**config.mk**
```make
export PLATFORM = sky130hd
export DESIGN_NAME = spi_slave_word
export DESIGN_NICKNAME = d
export VERILOG_FILES = /design/src/rtl/spi_slave_word.sv
export SDC_FILE = /design/constraint.sdc
export NUM_CORES = 1
export LEC_CHECK = 0
export BUFFER_PORTS_ARGS = -buffer_cell sky130_fd_sc_hd__buf_2
export CORE_AREA = 2 2 76 78
export DETAILED_ROUTE_END_ITERATION = 8
export DIE_AREA = 0 0 78 80
export PLACE_DENSITY = 0.73
export SLEW_MARGIN = 5
export SYNTH_ARGS = -nofsm -noshare
export SYNTH_HDL_FRONTEND = slang
export SYNTH_SLANG_ARGS = --single-unit
export TNS_END_PERCENT = 20
```
**constraint.sdc**
```tcl
create_clock -name clk -period 1.5 [get_ports clk]
set_input_delay 0.15 -clock clk [delete_from_list [all_inputs] [get_ports clk]]
set_output_delay 0.15 -clock clk [all_outputs]
set_load 0.02 [all_outputs]
```
**src/rtl/spi_slave_word.sv**
```systemverilog
// spi_slave_word: word-wide SPI slave with auto-incrementing address, streaming read requests and end/abort framing
module spi_slave_word #(
  parameter int WORD_W      = 8,
  parameter int CPOL        = 0,
  parameter int CPHA        = 0,
  parameter int ADDR_INC    = 1,
  parameter int SYNC_STAGES = 2
) (
  input  logic              clk,
  input  logic              rst,
  input  logic              spi_clk,
  input  logic              spi_cs_n,
  input  logic              spi_mosi,
  output logic              spi_miso,
  output logic              spi_miso_oe,
  output logic [WORD_W-1:0] addr,
  output logic [WORD_W-1:0] wdata,
  output logic              wstb,
  output logic              first,
  output logic              rd_req,
  output logic [WORD_W-1:0] rd_addr,
  input  logic [WORD_W-1:0] rd_data,
  output logic              done,
  output logic              abort
);
  localparam int CW = $clog2(WORD_W);
  localparam logic [WORD_W-1:0] INC = WORD_W'(ADDR_INC);
  typedef enum logic [1:0] {IDLE, ADDR, DATA} state_t;
  state_t r_state, w_state_nxt;
  logic [SYNC_STAGES-1:0] r_sclk_sync, r_cs_sync, r_mosi_sync;
  logic r_sclk_q, r_cs_q, r_first_pend;
  logic w_sclk, w_cs, w_mosi, w_rise, w_fall, w_lead, w_trail;
  logic w_active, w_sample, w_shift, w_cs_fall, w_cs_rise, w_wrap;
  logic [CW-1:0] r_bit_cnt, w_bit_cnt_nxt;
  logic [WORD_W-1:0] r_rx, r_tx, r_next_addr, w_word;
  assign w_sclk = r_sclk_sync[SYNC_STAGES-1];
  assign w_cs = r_cs_sync[SYNC_STAGES-1];
  assign w_mosi = r_mosi_sync[SYNC_STAGES-1];
  assign w_rise = w_sclk & ~r_sclk_q;
  assign w_fall = ~w_sclk & r_sclk_q;
  assign w_lead = (CPOL != 0) ? w_fall : w_rise;
  assign w_trail = (CPOL != 0) ? w_rise : w_fall;
  assign w_active = r_state != IDLE;
  assign w_sample = w_active & ((CPHA != 0) ? w_trail : w_lead);
  assign w_shift = w_active & ((CPHA != 0) ? w_lead : w_trail);
  assign w_cs_fall = r_cs_q & ~w_cs & ~w_active;
  assign w_cs_rise = ~r_cs_q & w_cs & w_active;
  assign w_wrap = w_sample & (r_bit_cnt == CW'(WORD_W - 1));
  assign w_bit_cnt_nxt = w_wrap ? '0 : w_sample ? r_bit_cnt + CW'(1) : r_bit_cnt;
  assign w_word = {r_rx[WORD_W-2:0], w_mosi};
  // Pad synchronisers and edge-detect history; CS resets low so a CS still held low after reset never looks like a fresh fall
  always_ff @(posedge clk or posedge rst)
    if (rst) begin
      r_sclk_sync <= {SYNC_STAGES{1'(CPOL)}};
      r_cs_sync   <= '0;
      r_mosi_sync <= '0;
      r_sclk_q    <= 1'(CPOL);
      r_cs_q      <= 1'b0;
    end else begin
      r_sclk_sync <= {r_sclk_sync[SYNC_STAGES-2:0], spi_clk};
      r_cs_sync   <= {r_cs_sync[SYNC_STAGES-2:0], spi_cs_n};
      r_mosi_sync <= {r_mosi_sync[SYNC_STAGES-2:0], spi_mosi};
      r_sclk_q    <= w_sclk;
      r_cs_q      <= w_cs;
    end
  // Transaction state register
  always_ff @(posedge clk or posedge rst)
    if (rst) r_state <= IDLE;
    else r_state <= w_state_nxt;
  // Next state: CS framing dominates, word 0 completion moves from address to data phase
  always_comb begin
    w_state_nxt = w_cs_fall ? ADDR : w_cs_rise ? IDLE : (r_state == ADDR && w_wrap) ? DATA : r_state;
  end
  // Shift registers, address tracking and registered strobes
  always_ff @(posedge clk or posedge rst)
    if (rst) begin
      r_bit_cnt    <= '0;
      r_rx         <= '0;
      r_tx         <= '0;
      r_next_addr  <= '0;
      r_first_pend <= 1'b0;
      spi_miso     <= 1'b0;
      spi_miso_oe  <= 1'b0;
      addr         <= '0;
      wdata        <= '0;
      wstb         <= 1'b0;
      first        <= 1'b0;
      rd_req       <= 1'b0;
      rd_addr      <= '0;
      done         <= 1'b0;
      abort        <= 1'b0;
    end else begin
      wstb   <= 1'b0;
      first  <= 1'b0;
      rd_req <= 1'b0;
      done   <= 1'b0;
      abort  <= 1'b0;
      if (w_cs_fall) begin
        r_bit_cnt    <= '0;
        r_first_pend <= 1'b1;
        r_tx         <= (CPHA != 0) ? rd_data : {rd_data[WORD_W-2:0], 1'b0};
        spi_miso     <= (CPHA != 0) ? 1'b0 : rd_data[WORD_W-1];
        spi_miso_oe  <= 1'b1;
      end else begin
        r_bit_cnt <= w_bit_cnt_nxt;
        if (w_sample) r_rx <= w_word;
        if (w_wrap) begin
          rd_req <= 1'b1;
          if (r_state == ADDR) begin
            rd_addr     <= w_word;
            r_next_addr <= w_word;
          end else begin
            wstb         <= 1'b1;
            wdata        <= w_word;
            addr         <= r_next_addr;
            first        <= r_first_pend;
            r_first_pend <= 1'b0;
            rd_addr      <= r_next_addr + INC;
            r_next_addr  <= r_next_addr + INC;
          end
        end
        if (rd_req) r_tx <= rd_data;
        else if (w_shift) begin
          spi_miso <= r_tx[WORD_W-1];
          r_tx     <= {r_tx[WORD_W-2:0], 1'b0};
        end
        if (w_cs_rise) begin
          done        <= w_bit_cnt_nxt == '0;
          abort       <= w_bit_cnt_nxt != '0;
          spi_miso    <= 1'b0;
          spi_miso_oe <= 1'b0;
        end
      end
    end
endmodule

```
# Word-level counts from Yosys, hierarchy flattened
# Index checks and enable logic that the tools add are counted.
dict set report word_totals {
  out_inout_bits 31
  regBits 60
}
dict set report op_classes {
  n_reduce_logical 14
  n_addsub 2
  n_mux 31
  n_eq_ne 4
  bitwise_logic 16
}
# operator n
set op_table {}
lappend op_table {{$mux W8} 4}
lappend op_table {{$mux W1} 21}
lappend op_table {{$reduce_bool A3 Y1} 4}
lappend op_table {{$and A1 B1 Y1} 9}
lappend op_table {{$mux W3} 3}
lappend op_table {{$add A8 B1 Y8 const B} 1}
lappend op_table {{$reduce_and A2 Y1} 4}
lappend op_table {{$not A1 Y1} 7}
lappend op_table {{$mux W2} 3}
lappend op_table {{$reduce_bool A2 Y1} 3}
lappend op_table {{$add A3 B1 Y3 const B} 1}
lappend op_table {{$eq A3 B3 Y1 const B} 1}
lappend op_table {{$logic_not A3 Y1} 1}
lappend op_table {{$ne A3 B1 Y1 const B} 1}
lappend op_table {{$reduce_and A3 Y1} 1}
lappend op_table {{$eq A2 B1 Y1 const B} 1}
lappend op_table {{$ne A2 B2 Y1 const B} 1}
lappend op_table {{$logic_and A1 B1 Y1} 1}

# Depth between registers and ports, before layout
# Gate-level depths: netlist of run 1.
dict set report depth {
  word_depth 8
  ltp_mapped 7
}

# Worst setup path before layout of run 1
# No wires, ideal clock.
dict set report synth_timing {
  kind {register to register}
  start {reg r_bit_cnt[0]}
  end {reg addr[0]}
  path_stages_with_launch 6
  path_buffers 1
  required_time_ns 1.375
  period_less_slack_ns 1.644
  setup_slack_ns -0.144
  arrival_ns 1.519
  setup_time_ns 0.125
  cell_sequence {dfrtp_1 -> ha_1 -> ha_1 -> nand4b_1 -> buf_2 -> mux2_2}
}
dict set report synth_between {
  elab_chain_len 3
}
# item line_no
set synth_rtl {}
lappend synth_rtl {{start: declaration} 34} ;# logic [CW-1:0] r_bit_cnt, w_bit_cnt_nxt;
lappend synth_rtl {{start signal: assignment} 105} ;# r_bit_cnt <= w_bit_cnt_nxt;
lappend synth_rtl {{$eq A3 B3 Y1} 48} ;# assign w_wrap = w_sample & (r_bit_cnt == CW'(WORD_W - 1));
lappend synth_rtl {{$and A1 B1 Y1} 48}
lappend synth_rtl {{$reduce_and A3 Y1 (no source line)} n/a}
lappend synth_rtl {{end signal: assignment} 115} ;# addr <= r_next_addr;
lappend synth_rtl {{end: declaration} 16} ;# output logic [WORD_W-1:0] addr,
# Every way passes these cells.
# A chain may end at the register's enable or synchronous reset.

# Worst setup path in the final report of run 1
dict set report layout_timing {
  start {reg r_bit_cnt[1]}
  end {reg wdata[5]}
}
dict set report layout_between {
  elab_chain_len 3
}
# item line_no
set layout_rtl {}
lappend layout_rtl {{$eq A3 B3 Y1} 48}
lappend layout_rtl {{$and A1 B1 Y1} 48}
lappend layout_rtl {{$reduce_and A3 Y1 (no source line)} n/a}
lappend layout_rtl {{end signal: assignment} 114} ;# wdata <= w_word;
lappend layout_rtl {{end: declaration} 17} ;# output logic [WORD_W-1:0] wdata,
# Every way passes these cells.

==> impl_metrics.py, run 1 <==
metrics = {
    "critical_path": {
        "critPathKind": "reg -> reg",
        "crit_slowest_cell": "dfrtp_1",
        "reg2reg_depth": 5,
        "crit_arrival_ns": 1.75,
        "cp.depth": 5,
        "crit_path_start_kind": "flip-flop",
        "cpPeakStageDelay_ns": 0.38,
        "cp.required_ns": 1.71,
        "r2r_setup_slack_ns": -0.05,
        "worstSetupEndpoint": "wdata[5]$_DFFE_PP0P_",
        "cp_num_buf_inv": 1,
        "path_cells": "ha_2, ha_4, nand4b_1, buf_6, mux2_4",
        "cp_top_family": "flip-flops",
        "reg2reg_from": "r_bit_cnt[1]$_DFF_PP0_",
        "r2r_end": "wdata[5]$_DFFE_PP0P_",
        "cp_max_fo": 8,
        "worstSetupStartpoint": "r_bit_cnt[1]$_DFF_PP0_",
        "end_kind": "flip-flop",
    },
    "sta": {
        "layout_min_cycle_time_ns": 1.55,
        "rsz0062_at_grt": "true",
        "worst_pin_slew_ns": 0.400,
        "clock.fmax_mhz": 647,
        "drv_slew": 0,
        "setup_viol": 15,
        "hold_viol_final": 0,
        "fin_crit_sh": 1.03,
        "skew_ns": 0.00467,
        "fin_tns_setup_ns": -0.519,
        "relSlewSlack": 0.733,
        "layout_setup_ws_ns": -0.0454,
    },
    "finish": {
        "fin_util": 0.629,
        "antenna_cells": 0,
        "syn_to_final_growth_pct": 29.5,
        "design_area_um2": 3400,
        "nets": 314,
        "finalNonFillerCells": 374,
        "drive_above_1_share": 0.411,
    },
    "synthesis": {
        "syn_nets": 241,
        "synth_mux_area_frac": 0.149,
        "ys_top_cells_by_area": "dfrtp_1 57%, mux2_2 11%, mux2i_1 4.2%, o21ai_0 3.8%, nand2_1 3.1%",
        "async_flop_share": 1.00,
        "yosysTopAreaCellShare": 0.571,
        "avgSynthCellArea_um2": 11.7,
        "seq_area_frac_synth": 0.571,
        "ys_warn_count": 0,
        "synth_compound_area_frac": 0.0962,
        "synth-edff-count": 0,
        "synth_area_um2": 2630,
        "syn_inst": 225,
        "yosys.area.top_type": "dfrtp_1",
        "synthFlopType": "dfrtp_1",
        "synth_top_family_by_area": "multiplexers",
        "yosysUniqueCellTypes": 36,
        "ys_ff_latch": 60,
        "synth-simple-area-share": 0.130,
        "synth-xor-area-share": 0.00333,
        "synthAdderAreaFrac": 0.0143,
    },
    "global_routing": {
        "grt_max_degree": 61,
        "grt_pass1_wl_mm": 9.20,
        "grt_overflow_total": 0,
        "antenna_found_initial": 0,
        "grt_pass1_vias": 1930,
        "track_usage": 0.193,
    },
    "clock_tree": {
        "clkLatencyLatePin_ns": 0.32,
        "ctsRootBufferMaster": "clkbuf_8",
        "htree_levels": 3,
        "clkTransAtPathRegs_ns": 0.06,
        "cts_sinks": 60,
        "numCtsBuffers": 9,
        "cts_tree": "built",
        "clk_path_buf_depth": 2,
    },
    "place": {
        "portBuffers": 43,
        "post-place-ws_ns": -0.0659,
        "place_inst": 349,
        "dp_hpwl_mm": 3.60,
        "routabilityCongestion": 0.825,
        "postPlaceCellArea_um2": 3050,
    },
    "route": {
        "wl_per_cell_um": 14.5,
        "drt-pass1-iter-count": 4,
        "vias": 1938,
        "totalWireLength_mm": 5.44,
        "ant_nets": 0,
        "drt-initial-drc-count": 122,
        "drcViolationCount": 0,
        "avgViaCountPerCell": 5.18,
    },
    "floorplanning": {
        "core_um2": 5410,
        "die_area_um2": 6240,
        "initial_core_util": 0.486,
        "die_height_um": 80,
        "die_w_um": 78,
        "ios": 44,
        "rows": 27,
    },
    "flow_run": {
        "cap_violations": 0,
    },
    "power": {
        "power.density_nw_per_um2": 1050,
        "p_leak_nw": 1.71,
        "vdd_drop_max_uv": 718,
    },
    "status": {
        "violations": "setup timing",
        "outcome": "complete, but fails checks",
    },
    "worst_hold_path": {
        "hp-class": "in -> reg",
    },
}
## where the power goes
part           switching, W  internal, W  total (W)
Sequential         0.000150      0.00179    0.00194
Combinational      0.000229     0.000266   0.000495
Clock              0.000564     0.000582    0.00115
Total              0.000943      0.00264    0.00358
## how the worst min path moves through the flow
stage / startpoint / to / cells after the start
2_1_floorplan: spi_cs_n / r_cs_sync[0]$_DFF_PP0_ / 0
3_3_place_gp: rst / r_tx[2]$_DFFE_PP0P_ / 3
3_5_place_dp: rst / r_tx[3]$_DFFE_PP0P_ / 3
4_1_cts: rd_data[2] / r_tx[3]$_DFFE_PP0P_ / 3
5_1_grt: rd_data[2] / r_tx[3]$_DFFE_PP0P_ / 3
6_report: rd_data[1] / r_tx[2]$_DFFE_PP0P_ / 3
## cells in the final DEF, fill, tap and decap left out, types with 3 or more instances in the layout
| master | Yosys | routed |
|---|---|---|
| mux2i_1 | 11 | 11 |
| inv_1 | 5 | 4 |
| nor2b_1 | 5 | 5 |
| buf_4 | 3 | 19 |
| clkinv_2 | 0 | 3 |
| nand3_1 | 6 | 5 |
| nand3b_1 | 3 | 3 |
| dlygate4sd3_1 | 0 | 4 |
| buf_12 | 0 | 3 |
| dfrtp_1 | 60 | 60 |
| clkbuf_1 | 1 | 3 |
| buf_6 | 2 | 4 |
| a21o_1 | 3 | 3 |
| nand2_1 | 22 | 18 |
| mux2_2 | 25 | 13 |
| mux2_4 | 0 | 12 |
| clkbuf_8 | 0 | 9 |
| buf_2 | 5 | 43 |
| nand2_2 | 0 | 4 |
| a21oi_1 | 13 | 12 |
| o22ai_1 | 3 | 3 |
| nand2b_1 | 4 | 4 |
| nor2_1 | 10 | 9 |
| o21ai_0 | 20 | 18 |
## layout make-up
cell class	instances	area [um2]
fill	444	2000
sequential	60	1500
multi-input combinational	149	1130
timing repair buffer	73	503
clock buffer	12	135
tap	72	90.1
inverter	5	22.5
clock inverter	3	15.0
## synth_stat cells, types with 2 or more instances
| cell | count |
|---|---|
| nand3b_1 | 3 |
| a21oi_1 | 13 |
| nor2b_1 | 5 |
| nand3_1 | 6 |
| buf_2 | 5 |
| buf_6 | 2 |
| nor3_1 | 2 |
| ha_1 | 3 |
| nand2b_1 | 4 |
| o22ai_1 | 3 |
| buf_4 | 3 |
| nand2_1 | 22 |
| a21o_1 | 3 |
| o21ai_0 | 20 |
| inv_1 | 5 |
| nor2_2 | 2 |
| mux2i_1 | 11 |
| and3_1 | 3 |
| mux2_2 | 25 |
| dfrtp_1 | 60 |
| nor2_1 | 10 |
## what timing repair did
item,4_1_cts,5_1_grt
hold endpoints to repair,63,0
hold buffers,4,0
setup endpoints to repair,17,29
setup buffers,5,1
cloned,0,0
resized for setup,16,14
pin swaps,5,7
## cells by family (layout without fill, tap and decap cells)
group	count (synthesis)	in the layout
buffers and inverters	16	93
muxes	36	36
adders and majority gates	3	3
xor gates and xnor gates	1	1
AOI/OAI and AO/OA	45	45
and+or+nand+nor	64	64
DFF	60	60
## flip-flops by register name, indices dropped and copies added (netlist names), 3 cells and up
| name | cells |
|---|---|
| wdata | 8 |
| r_next_addr | 8 |
| r_tx | 8 |
| addr | 8 |
| r_rx | 7 |
| r_bit_cnt | 3 |
## metal layers
| metal | GRT usage | vias up | routed length (um) |
|---|---|---|---|
| met5 | 0 | - | 0 |
| met4 | 0.0947 | 0 | 70 |
| met3 | 0.0407 | 6 | 255 |
| met2 | 0.305 | 45 | 2570 |
| met1 | 0.253 | 946 | 2540 |
| li1 | - | 941 | - |
## stage by stage
stage               total power, W  hold slack [ns]
global placement           0.00241            0.257
floorplan                  0.00226            0.181
global route               0.00377           0.0467
finish                     0.00358           0.0470
detailed placement         0.00244            0.259
CTS                        0.00361           0.0374
## worst register-to-register path: cells and delay by family, from the launching register on
family | cells | cell delay, ns
multiplexers | 1 | 0.32
AND/OR/NAND/NOR | 1 | 0.16
adder cells (fa/ha/maj) | 2 | 0.37
flip-flops | 1 | 0.38
buffers and inverters | 1 | 0.20
No activity file was read; power rests on OpenSTA's default activity.
==> inputs of run 2 (changes only) <==
==> constraint.sdc (replaced) <==
create_clock -name clk -period 1.5 [get_ports clk]
set_input_delay 0.3 -clock clk [delete_from_list [all_inputs] [get_ports clk]]
set_output_delay 0.3 -clock clk [all_outputs]
set_load 0.02 [all_outputs]
==> impl_metrics.py, run 2 (synthesized netlist as in run 1, its figures left out) <==
metrics = {
    "finish": {
        "nets": 309,
        "antenna_cells": 0,
        "syn_to_final_growth_pct": 31.3,
        "drive_above_1_share": 0.446,
        "layout_common_cells": "59 x dfrtp_1, 43 x buf_2, 18 x nand2_1, 17 x buf_4, 16 x o21ai_0",
        "mostFrequentLayoutCell": "dfrtp_1",
    },
    "clock_tree": {
        "clk_path_buf_depth": 2,
        "numCtsBuffers": 9,
        "ctsRootBufferMaster": "clkbuf_8",
        "cts_tree": "built",
        "cts_sinks": 60,
        "cts.hold.buffers_added": 0,
        "clkLatencyLatePin_ns": 0.33,
        "htree_levels": 3,
        "clkTransAtPathRegs_ns": 0.07,
    },
    "critical_path": {
        "cp_max_fo": 8,
        "crit_path_start_kind": "flip-flop",
        "cpPeakStageDelay_ns": 0.39,
        "cp.required_ns": 1.71,
        "crit_arrival_ns": 1.74,
        "r2r_setup_slack_ns": -0.02,
        "reg2reg_from": "r_bit_cnt[0]$_DFF_PP0_",
        "r2r_end": "addr[2]$_DFFE_PP0P_",
        "path_cells": "ha_2, ha_4, nand4b_1, buf_6, mux2_4",
        "crit_slowest_cell": "dfrtp_1",
        "reg2reg_depth": 5,
        "critPathKind": "reg -> reg",
        "end_kind": "flip-flop",
    },
    "global_routing": {
        "grt_pass1_wl_mm": 8.94,
        "antenna_found_initial": 0,
        "track_usage": 0.188,
        "grt_max_degree": 61,
        "grt_pass1_vias": 1881,
        "grt_overflow_total": 0,
    },
    "route": {
        "totalWireLength_mm": 5.36,
        "ant_nets": 0,
        "drt-pass1-iter-count": 4,
        "drt-initial-drc-count": 155,
        "wl_per_cell_um": 14.5,
        "avgViaCountPerCell": 5.15,
        "vias": 1905,
        "drcViolationCount": 0,
    },
    "sta": {
        "layout_min_cycle_time_ns": 1.52,
        "clock.fmax_mhz": 657,
        "skew_ns": 0.00778,
        "worst_pin_slew_ns": 0.300,
        "layout_setup_ws_ns": -0.0228,
        "rsz0062_at_grt": "true",
        "drv_slew": 0,
        "fin_crit_sh": 1.02,
        "relSlewSlack": 0.799,
        "setup_viol": 12,
        "whs_ns": 0.0368,
        "hold_viol_final": 0,
    },
    "power": {
        "power.density_nw_per_um2": 1160,
        "power_w": 0.00400,
        "vdd_drop_max_uv": 716,
        "p_leak_nw": 1.72,
    },
    "floorplanning": {
        "rows": 27,
        "initial_core_util": 0.486,
        "die_height_um": 80,
        "core_um2": 5410,
        "die_area_um2": 6240,
        "ios": 44,
        "die_w_um": 78,
    },
    "worst_hold_path": {
        "hp-class": "in -> async",
    },
    "status": {
        "violations": "setup timing",
        "outcome": "complete, but fails checks",
    },
    "place": {
        "portBuffers": 43,
        "dp_hpwl_mm": 3.53,
        "routabilityCongestion": 0.829,
    },
    "flow_run": {
        "cap_violations": 0,
    },
}
## run 2: cell count changes in the layout (fill, tap and decap cells not counted), moves of 2 or more
cell	change
mux2_2	+2
o21ai_0	-2
o22ai_1	-2
bufinv_16	+2
buf_4	-2
mux2_4	-2
dlygate4sd3_1	-4
clkbuf_1	-2
o21ai_2	+2
## run 2: worst max-delay path by stage
stage	cells after the start	to	startpoint
3_3_place_gp	6	r_next_addr[7]$_DFFE_PP0P_	r_bit_cnt[0]$_DFF_PP0_
4_1_cts	6	r_next_addr[7]$_DFFE_PP0P_	r_bit_cnt[0]$_DFF_PP0_
2_1_floorplan	5	addr[0]$_DFFE_PP0P_	r_bit_cnt[0]$_DFF_PP0_
3_5_place_dp	6	r_next_addr[7]$_DFFE_PP0P_	r_bit_cnt[0]$_DFF_PP0_
6_report	5	addr[2]$_DFFE_PP0P_	r_bit_cnt[0]$_DFF_PP0_
5_1_grt	5	wdata[5]$_DFFE_PP0P_	r_bit_cnt[0]$_DFF_PP0_
## run 2: layer usage
metal	wire, um	up-vias	share of wire	GRT usage
li1	-	924	-	-
met1	2470	921	0.46	0.250
met2	2570	47	0.48	0.278
met3	222	13	0.041	0.0475
met4	99	0	0.018	0.114
met5	0	-	0	0
## run 2: worst max-delay path: cells and delay by family (launching register included)
family,cells,cell delay (ns)
AND/OR/NAND/NOR,1,0.15
adder cells (fa/ha/maj),2,0.36
multiplexers,1,0.31
buffers and inverters,1,0.19
flip-flops,1,0.39
## run 2: metrics by stage
step / cell area (um2) / worst slack (ns) / cells / TNS (ns) / utilization
detailed placement: 3070 / -0.109 / 352 / -1.25 / 0.569
global route: 3450 / -0.0762 / 370 / -1.12 / 0.638
finish: 3450 / -0.0228 / 370 / -0.177 / 0.638
floorplan: 2630 / -0.144 / 225 / -1.85 / -
CTS: 3360 / -0.0258 / 370 / -0.119 / 0.621
global placement: 3070 / -0.0580 / 352 / -0.593 / 0.569
## run 2: where the power goes
| part | total [W] | switching (W) | leakage (nW) | internal [W] |
|---|---|---|---|---|
| clock | 0.00157 | 0.000599 | 0.113 | 0.000972 |
| sequential | 0.00194 | 0.000150 | 0.784 | 0.00179 |
| combinational | 0.000488 | 0.000230 | 0.821 | 0.000258 |
| total | 0.00400 | 0.000980 | 1.72 | 0.00302 |
## run 2: repair_timing
action | in CTS | in global routing
gates resized for setup | 14 | 27
pin swaps | 2 | 11
endpoints found under the setup margin | 23 | 27
buffers inserted | 2 | 0
## run 2: final cells by class
type                       instances  area [um2]
fill                             427        1960
sequential                        60        1500
multi-input combinational        149        1160
timing repair buffer              68         459
clock buffer                      11         141
tap                               72        90.1
clock inverter                     5        75.1
inverter                           5        22.5
